[src/rtl/bob_drain_pkg.sv]
// Shared bob buffer constants and the pointer incrementer used by the
// allocate and drain paths.
package bob_drain_pkg;

  localparam int BOB_ADDR_WIDTH = 6;
  localparam int BOB_WIDTH      = 16;
  localparam int BOB_COUNT      = 63;
  localparam int BOB_LAST_ADDR  = 62;

  typedef logic [5:0] bob_count_t;

  function automatic logic [15:0] adder_inc(input logic [15:0] a);
    return a + 16'd1;
  endfunction

endpackage

[src/rtl/bob_drain_fifo.sv]
// DEPTH-entry shift FIFO holding returned RAM data; entry 0 is the head
// register, so the head never depends combinationally on wdata.
module bob_drain_fifo #(
  parameter int DEPTH = 1,
  parameter int WIDTH = 16,
  parameter int CNT_W = 1
) (
  input  logic             clk,
  input  logic             rst,
  input  logic             flush,
  input  logic             push,
  input  logic [WIDTH-1:0] wdata,
  input  logic             pop,
  output logic [CNT_W-1:0] cnt,
  output logic             valid,
  output logic [WIDTH-1:0] head
);

  logic [WIDTH-1:0] mem     [DEPTH];
  logic [WIDTH-1:0] mem_nxt [DEPTH];
  logic [CNT_W-1:0] cnt_nxt;
  logic [CNT_W-1:0] wr_idx;

  // NOTE: every always_comb output gets a default first so no path leaves it unassigned (no latch).
  always_comb begin
    mem_nxt = mem;
    wr_idx  = cnt - CNT_W'(pop);
    cnt_nxt = cnt + CNT_W'(push) - CNT_W'(pop);
    if (pop) begin
      for (int i = 0; i < DEPTH - 1; i++) mem_nxt[i] = mem[i+1];
    end
    for (int i = 0; i < DEPTH; i++) begin
      if (push && i == int'(wr_idx)) mem_nxt[i] = wdata;
    end
  end

  // NOTE: the storage is reset here because entry 0 drives out_data, which must read 0 after reset.
  always_ff @(posedge clk) begin
    if (!rst) begin
      for (int i = 0; i < DEPTH; i++) mem[i] <= '0;
      cnt <= '0;
    end else if (flush) begin
      cnt <= '0;
    end else begin
      mem <= mem_nxt;
      cnt <= cnt_nxt;
    end
  end

  assign valid = (cnt != '0);
  assign head  = mem[0];

  overflow_a : assert property (@(posedge clk) disable iff (!rst || flush)
    !(push && !pop && int'(cnt) == DEPTH));

endmodule

[src/rtl/bob_drain.sv]
// Read-side drain engine of the bob circular buffer: issues RAM reads for
// written entries and hands them out in order. BOB_DRAIN_SKID_EN selects a
// two-entry output queue (full throughput) instead of a single register.
module bob_drain
  import bob_drain_pkg::*;
#(
  parameter int ADDR_WIDTH = BOB_ADDR_WIDTH,
  parameter int DATA_WIDTH = BOB_WIDTH,
  parameter int LAST_ADDR  = BOB_LAST_ADDR
) (
  input  logic                  clk,
  input  logic                  rst,
  input  logic                  except,
  input  logic [ADDR_WIDTH-1:0] except_ptr,
  input  logic                  push,
  output logic                  read_clkEn,
  output logic [ADDR_WIDTH-1:0] read_addr,
  input  logic [DATA_WIDTH-1:0] read_data,
  output logic                  out_valid,
  output logic [DATA_WIDTH-1:0] out_data,
  input  logic                  out_ready,
  output logic                  doRetire,
  output logic                  empty
);

`ifdef BOB_DRAIN_SKID_EN
  localparam int DEPTH = 2;
`else
  localparam int DEPTH = 1;
`endif
  localparam int CNT_W = $clog2(DEPTH + 1);

  logic [ADDR_WIDTH-1:0] rd_ptr;
  logic [ADDR_WIDTH-1:0] ptr_inc;
  bob_count_t            pending;
  bob_count_t            pending_nxt;
  logic                  inflight;
  logic [CNT_W-1:0]      buf_cnt;
  logic [CNT_W:0]        occ;
  logic                  pop;
  logic                  issue;

  assign pop = out_valid & out_ready;

  // Slots the queue will hold after this cycle: a read only issues if its
  // data is guaranteed a free entry when it returns.
  assign occ   = {1'b0, buf_cnt} + {{CNT_W{1'b0}}, inflight} - {{CNT_W{1'b0}}, pop};
  assign issue = (pending != '0) && (int'(occ) < DEPTH);

  assign read_clkEn = issue;
  assign read_addr  = rd_ptr;
  assign doRetire   = pop & ~except;
  assign empty      = (pending == '0) && !inflight && (buf_cnt == '0);

  assign ptr_inc = (rd_ptr == ADDR_WIDTH'(LAST_ADDR)) ? '0
                 : ADDR_WIDTH'(adder_inc(16'(rd_ptr)));

  always_comb begin
    pending_nxt = pending;
    case ({push, issue})
      2'b10:   pending_nxt = pending + 6'd1;
      2'b01:   pending_nxt = pending - 6'd1;
      default: pending_nxt = pending;
    endcase
  end

  // NOTE: sequential state uses non-blocking assignments so every register samples pre-edge values.
  always_ff @(posedge clk) begin
    if (!rst) begin
      rd_ptr   <= '0;
      pending  <= '0;
      inflight <= 1'b0;
    end else if (except) begin
      rd_ptr   <= except_ptr;
      pending  <= '0;
      inflight <= 1'b0;
    end else begin
      if (issue) rd_ptr <= ptr_inc;
      pending  <= pending_nxt;
      inflight <= issue;
    end
  end

  bob_drain_fifo #(
    .DEPTH (DEPTH),
    .WIDTH (DATA_WIDTH),
    .CNT_W (CNT_W)
  ) u_fifo (
    .clk   (clk),
    .rst   (rst),
    .flush (except),
    .push  (inflight),
    .wdata (read_data),
    .pop   (doRetire),
    .cnt   (buf_cnt),
    .valid (out_valid),
    .head  (out_data)
  );

  // The allocator stalls at LAST_ADDR outstanding entries, so this never fires.
  pending_overflow_a : assert property (@(posedge clk) disable iff (!rst || except)
    !(push && pending == 6'(LAST_ADDR)));

endmodule

[config.mk]
export PLATFORM = sky130hd
export DESIGN_NAME = bob_drain
export DESIGN_NICKNAME = d
export VERILOG_FILES = /design/src/rtl/bob_drain_pkg.sv /design/src/rtl/bob_drain_fifo.sv /design/src/rtl/bob_drain.sv
export SDC_FILE = /design/constraint.sdc
export NUM_CORES = 1
export LEC_CHECK = 0
export CAP_MARGIN = 20
export CORE_ASPECT_RATIO = 0.5
export CORE_MARGIN = 4
export CORE_UTILIZATION = 41
export DETAILED_ROUTE_END_ITERATION = 8
export PLACE_DENSITY = 0.77
export SETUP_SLACK_MARGIN = 0.15
export SLEW_MARGIN = 20
export SYNTH_ARGS = -nofsm -noshare
export SYNTH_HDL_FRONTEND = slang
export SYNTH_HIERARCHICAL = 1
export SYNTH_SLANG_ARGS = --single-unit
[constraint.sdc]
create_clock -name clk -period 3.3 [get_ports clk]
set_input_delay 0.33 -clock clk [delete_from_list [all_inputs] [get_ports clk]]
set_output_delay 0.33 -clock clk [all_outputs]
set_load 0.005 [all_outputs]
==> impl_metrics.json, run 1 <==
{
  "post_cts_hold_buffer_count": 0,
  "met2_wirelength_um": 2020,
  "yosys.area.top_type": "sky130_fd_sc_hd__dfxtp_1",
  "start_kind": "register",
  "sequentialPowerShare_pct": 26.0,
  "drcViolationCount": 0,
  "synth_flop_cell": "sky130_fd_sc_hd__dfxtp_1",
  "synth-seq-area-share_pct": 36.1,
  "finish.cell_count_without_fillers": 306,
  "grt-ovfl-total": 0,
  "grt_max_degree": 27,
  "finalHoldWorstSlack_ns": 0.456,
  "tritoncts_clock_tree": "yes",
  "combPwrFrac_pct": 50.8,
  "synth_cell_types": 47,
  "timing.critical_path.to_type": "register",
  "max_freq_mhz": 314,
  "antennaDiodeCount": 0,
  "cts-buffers-inserted": 5,
  "nets_final": 286,
  "syn_to_final_growth_pct": 46.4,
  "total_global_route_track_usage_pct": 15.8,
  "switching_pwr_mw": 0.695,
  "number_of_clock_sinks": 30,
  "dp.cells": 294,
  "fin_total_pwr_mw": 1.96,
  "sequential_cell_area_um2": 604,
  "ant_nets": 0,
  "worstMarginPinSlew_ns": 0.483,
  "post_synth_inst_count": 193,
  "routed_wire_per_std_cell_um": 13.6,
  "timing_hold_violations_final": 0,
  "dr.pass1.iters": 4,
  "final_worst_path_cycle_share_pct": 96.5,
  "synthesis.area_mm2": 0.00167,
  "timing.critical_path.arrival_ns": 3.34,
  "per_cell_via_count_in_the_routed_design": 5.13,
  "core_area_mm2": 0.00390,
  "antenna_found_initial": 0,
  "finalClockSkew_ns": 0.00314,
  "cts-htree-levels": 2,
  "max_slew_margin_pct": 67.7,
  "gpl.final_weighted_congestion": 0.869,
  "multiInputGateArea_um2": 968,
  "critical_path_peak_fanout": 4,
  "cts_root_buf": "sky130_fd_sc_hd__clkbuf_8",
  "grt_pass1_vias": 1506,
  "synth_enable_flop_cells": 0,
  "initial_core_util_pct": 42.7,
  "first_pass_grt_wire_length_um": 6720,
  "power_density_mw_per_mm2": 805,
  "drive_above_1_share_pct": 12.3,
  "internal_power_mw": 1.27,
  "placement.io_buffers": 52,
  "dieHeight_um": 53.1,
  "rows": 16,
  "timing.setup.critical_path_class": "reg2reg",
  "routed_via_count": 1571,
  "clock_power_share_pct": 23.2,
  "hpwl_um": 3020,
  "hold_path_class": "reg2reg",
  "met3WireLength_um": 307,
  "die_width_um": 98.1,
  "die-area_mm2": 0.00521,
  "synth_area_per_cell_um2": 8.63,
  "cp.required_ns": 3.46,
  "final.fill_count": 340,
  "async_reset_ff_share_pct": 0,
  "synthesis.yosys.warnings": 6,
  "synth_top_cells_by_count": "39 x sky130_fd_sc_hd__nand2_1, 30 x sky130_fd_sc_hd__dfxtp_1, 19 x sky130_fd_sc_hd__mux2i_1",
  "placedInstanceArea_mm2": 0.00223,
  "netSwitchingFraction_pct": 35.4,
  "max_root_sink_buffers": 2,
  "rsz0062_at_grt": "true",
  "post_synth_main_area_contributors": "sky130_fd_sc_hd__dfxtp_1 36%, sky130_fd_sc_hd__mux2i_1 11%, sky130_fd_sc_hd__nand2_1 8.8%",
  "cellLeakagePower_nw": 0.932,
  "clk_pin_slew_worst_paths_ns": 0.06,
  "pin_count": 53,
  "report.final.slew_viol_count": 0,
  "drt-initial-drc-count": 55,
  "vdd_drop_max_uv": 352,
  "run_status": "finished, final reports clean",
  "synth_fp_nets": 228,
  "synth.most_common_cell": "sky130_fd_sc_hd__nand2_1",
  "max_cap_viol_count": 0,
  "synth_largest_type_area_fraction_pct": 36.1,
  "clock_insertion_delay_worst_skew_ns": 0.27,
  "report.final.setup_viol": 0,
  "post-route-cell-area_mm2": 0.00244,
  "post-route-min-period_ns": 3.18,
  "synth-seq-cells": 30,
  "top_layer_used": "met4",
  "m1WireLength_um": 1810,
  "detail_route.wirelength_um": 4160
}
path summary, 6_finish.rpt:
path | startpoint | end | slack, ns | cells past startpoint
max | u_fifo/cnt | pending[4] | 0.12 | 14
min | u_fifo/head[7] | u_fifo/head[7] | 0.46 | 2
max reg2reg | u_fifo/cnt | pending[4] | 0.12 | 14
min reg2reg | u_fifo/head[7] | u_fifo/head[7] | 0.46 | 2
metrics by stage:
step | TNS, ns | setup WS (ns) | util (%)
final | 0 | 0.115 | 62.5
after global routing | -0.0211 | -0.0211 | 62.5
after CTS | 0 | 0.184 | 60.7
after detailed placement | -0.0981 | -0.0981 | 57.0
after global placement | -0.00922 | -0.00922 | 57.0
after floorplan | 0 | 0.0657 | -
cells in the final DEF, fill, tap and decap left out, types with 5 or more instances in the layout:
cell type                         netlist  final
sky130_fd_sc_hd__xor2_1                 5      5
sky130_fd_sc_hd__nand3_1                6      6
sky130_fd_sc_hd__nand2_1               39     39
sky130_fd_sc_hd__clkdlybuf4s50_1        0     51
sky130_fd_sc_hd__mux2i_1               19     19
sky130_fd_sc_hd__inv_1                 11     10
sky130_fd_sc_hd__a21oi_1                6      5
sky130_fd_sc_hd__dfxtp_1               30     29
sky130_fd_sc_hd__clkbuf_8               0      6
sky130_fd_sc_hd__buf_4                  1     11
sky130_fd_sc_hd__nor2_1                 9      9
power by group through the flow:
stage	combinational, mW	clock [mW]	sequential (mW)
floorplan	0.648	0	0.489
global placement	0.928	0	0.510
detailed placement	0.952	0	0.514
CTS	0.958	0.467	0.506
global route	1.09	0.488	0.521
finish	0.998	0.455	0.510
cell families after synthesis:
| group | count (synthesis) | share of synthesized area (%) |
|---|---|---|
| multiplexers | 20 | 12.1 |
| adder cells (fa/ha/maj) | 8 | 6.01 |
| XOR/XNOR | 6 | 3.16 |
| buffers and inverters | 24 | 8.71 |
| AND/OR/NAND/NOR | 76 | 21.6 |
| AO/OA/AOI/OAI | 29 | 12.3 |
| flip-flops | 30 | 36.1 |
registers in the layout, summed over array words and instances, names as in the netlist:
signal and flops:
u_fifo/head 16, inflight 1, pending 6, u_fifo/cnt 1, read_addr 6
layout make-up:
class | instances | area share (%)
multi-input cells | 139 | 39.7
repair buffers | 63 | 24.8
flip-flops and latches | 30 | 24.8
clock buffers | 6 | 3.39
well taps | 54 | 2.77
clock inverters | 2 | 2.46
inverters | 12 | 2.05
critical path: stages (launching register included):
cell,delay (ns)
sky130_fd_sc_hd__dfxtp_4,0.36
sky130_fd_sc_hd__and2_4,0.15
sky130_fd_sc_hd__ha_4,0.26
sky130_fd_sc_hd__inv_2,0.04
sky130_fd_sc_hd__ha_4,0.14
sky130_fd_sc_hd__xor2_1,0.13
sky130_fd_sc_hd__a211o_1,0.32
sky130_fd_sc_hd__clkinv_4,0.07
sky130_fd_sc_hd__ha_4,0.13
sky130_fd_sc_hd__xor2_1,0.16
sky130_fd_sc_hd__ha_2,0.21
sky130_fd_sc_hd__a21oi_2,0.04
sky130_fd_sc_hd__or4_1,0.52
sky130_fd_sc_hd__a31oi_1,0.19
sky130_fd_sc_hd__mux2_1,0.35
what timing repair did:
item / 4_1_cts / 5_1_grt
setup endpoints to repair: 0 / 3
hold endpoints to repair: 0 / 0
resized for setup: 0 / 10
setup buffers: 0 / 4
metal layers:
layer / up-vias / global-route usage, %
li1: 786 / -
met1: 726 / 18.0
met2: 55 / 30.0
met3: 4 / 5.00
met4: 0 / 3.17
met5: - / 0
Note: power is estimated with default switching activity, not from simulation.
==> run 2, diff against run 1 <==
--- a/config.mk
+++ b/config.mk
@@ -5,6 +5,7 @@
 export SDC_FILE = /design/constraint.sdc
 export NUM_CORES = 1
 export LEC_CHECK = 0
+export ABC_CLOCK_PERIOD_IN_PS = 3300
 export CAP_MARGIN = 20
 export CORE_ASPECT_RATIO = 0.5
 export CORE_MARGIN = 4
==> results of run 2 <==
The final DEF is identical to that of run 1; final timing and power are the same.
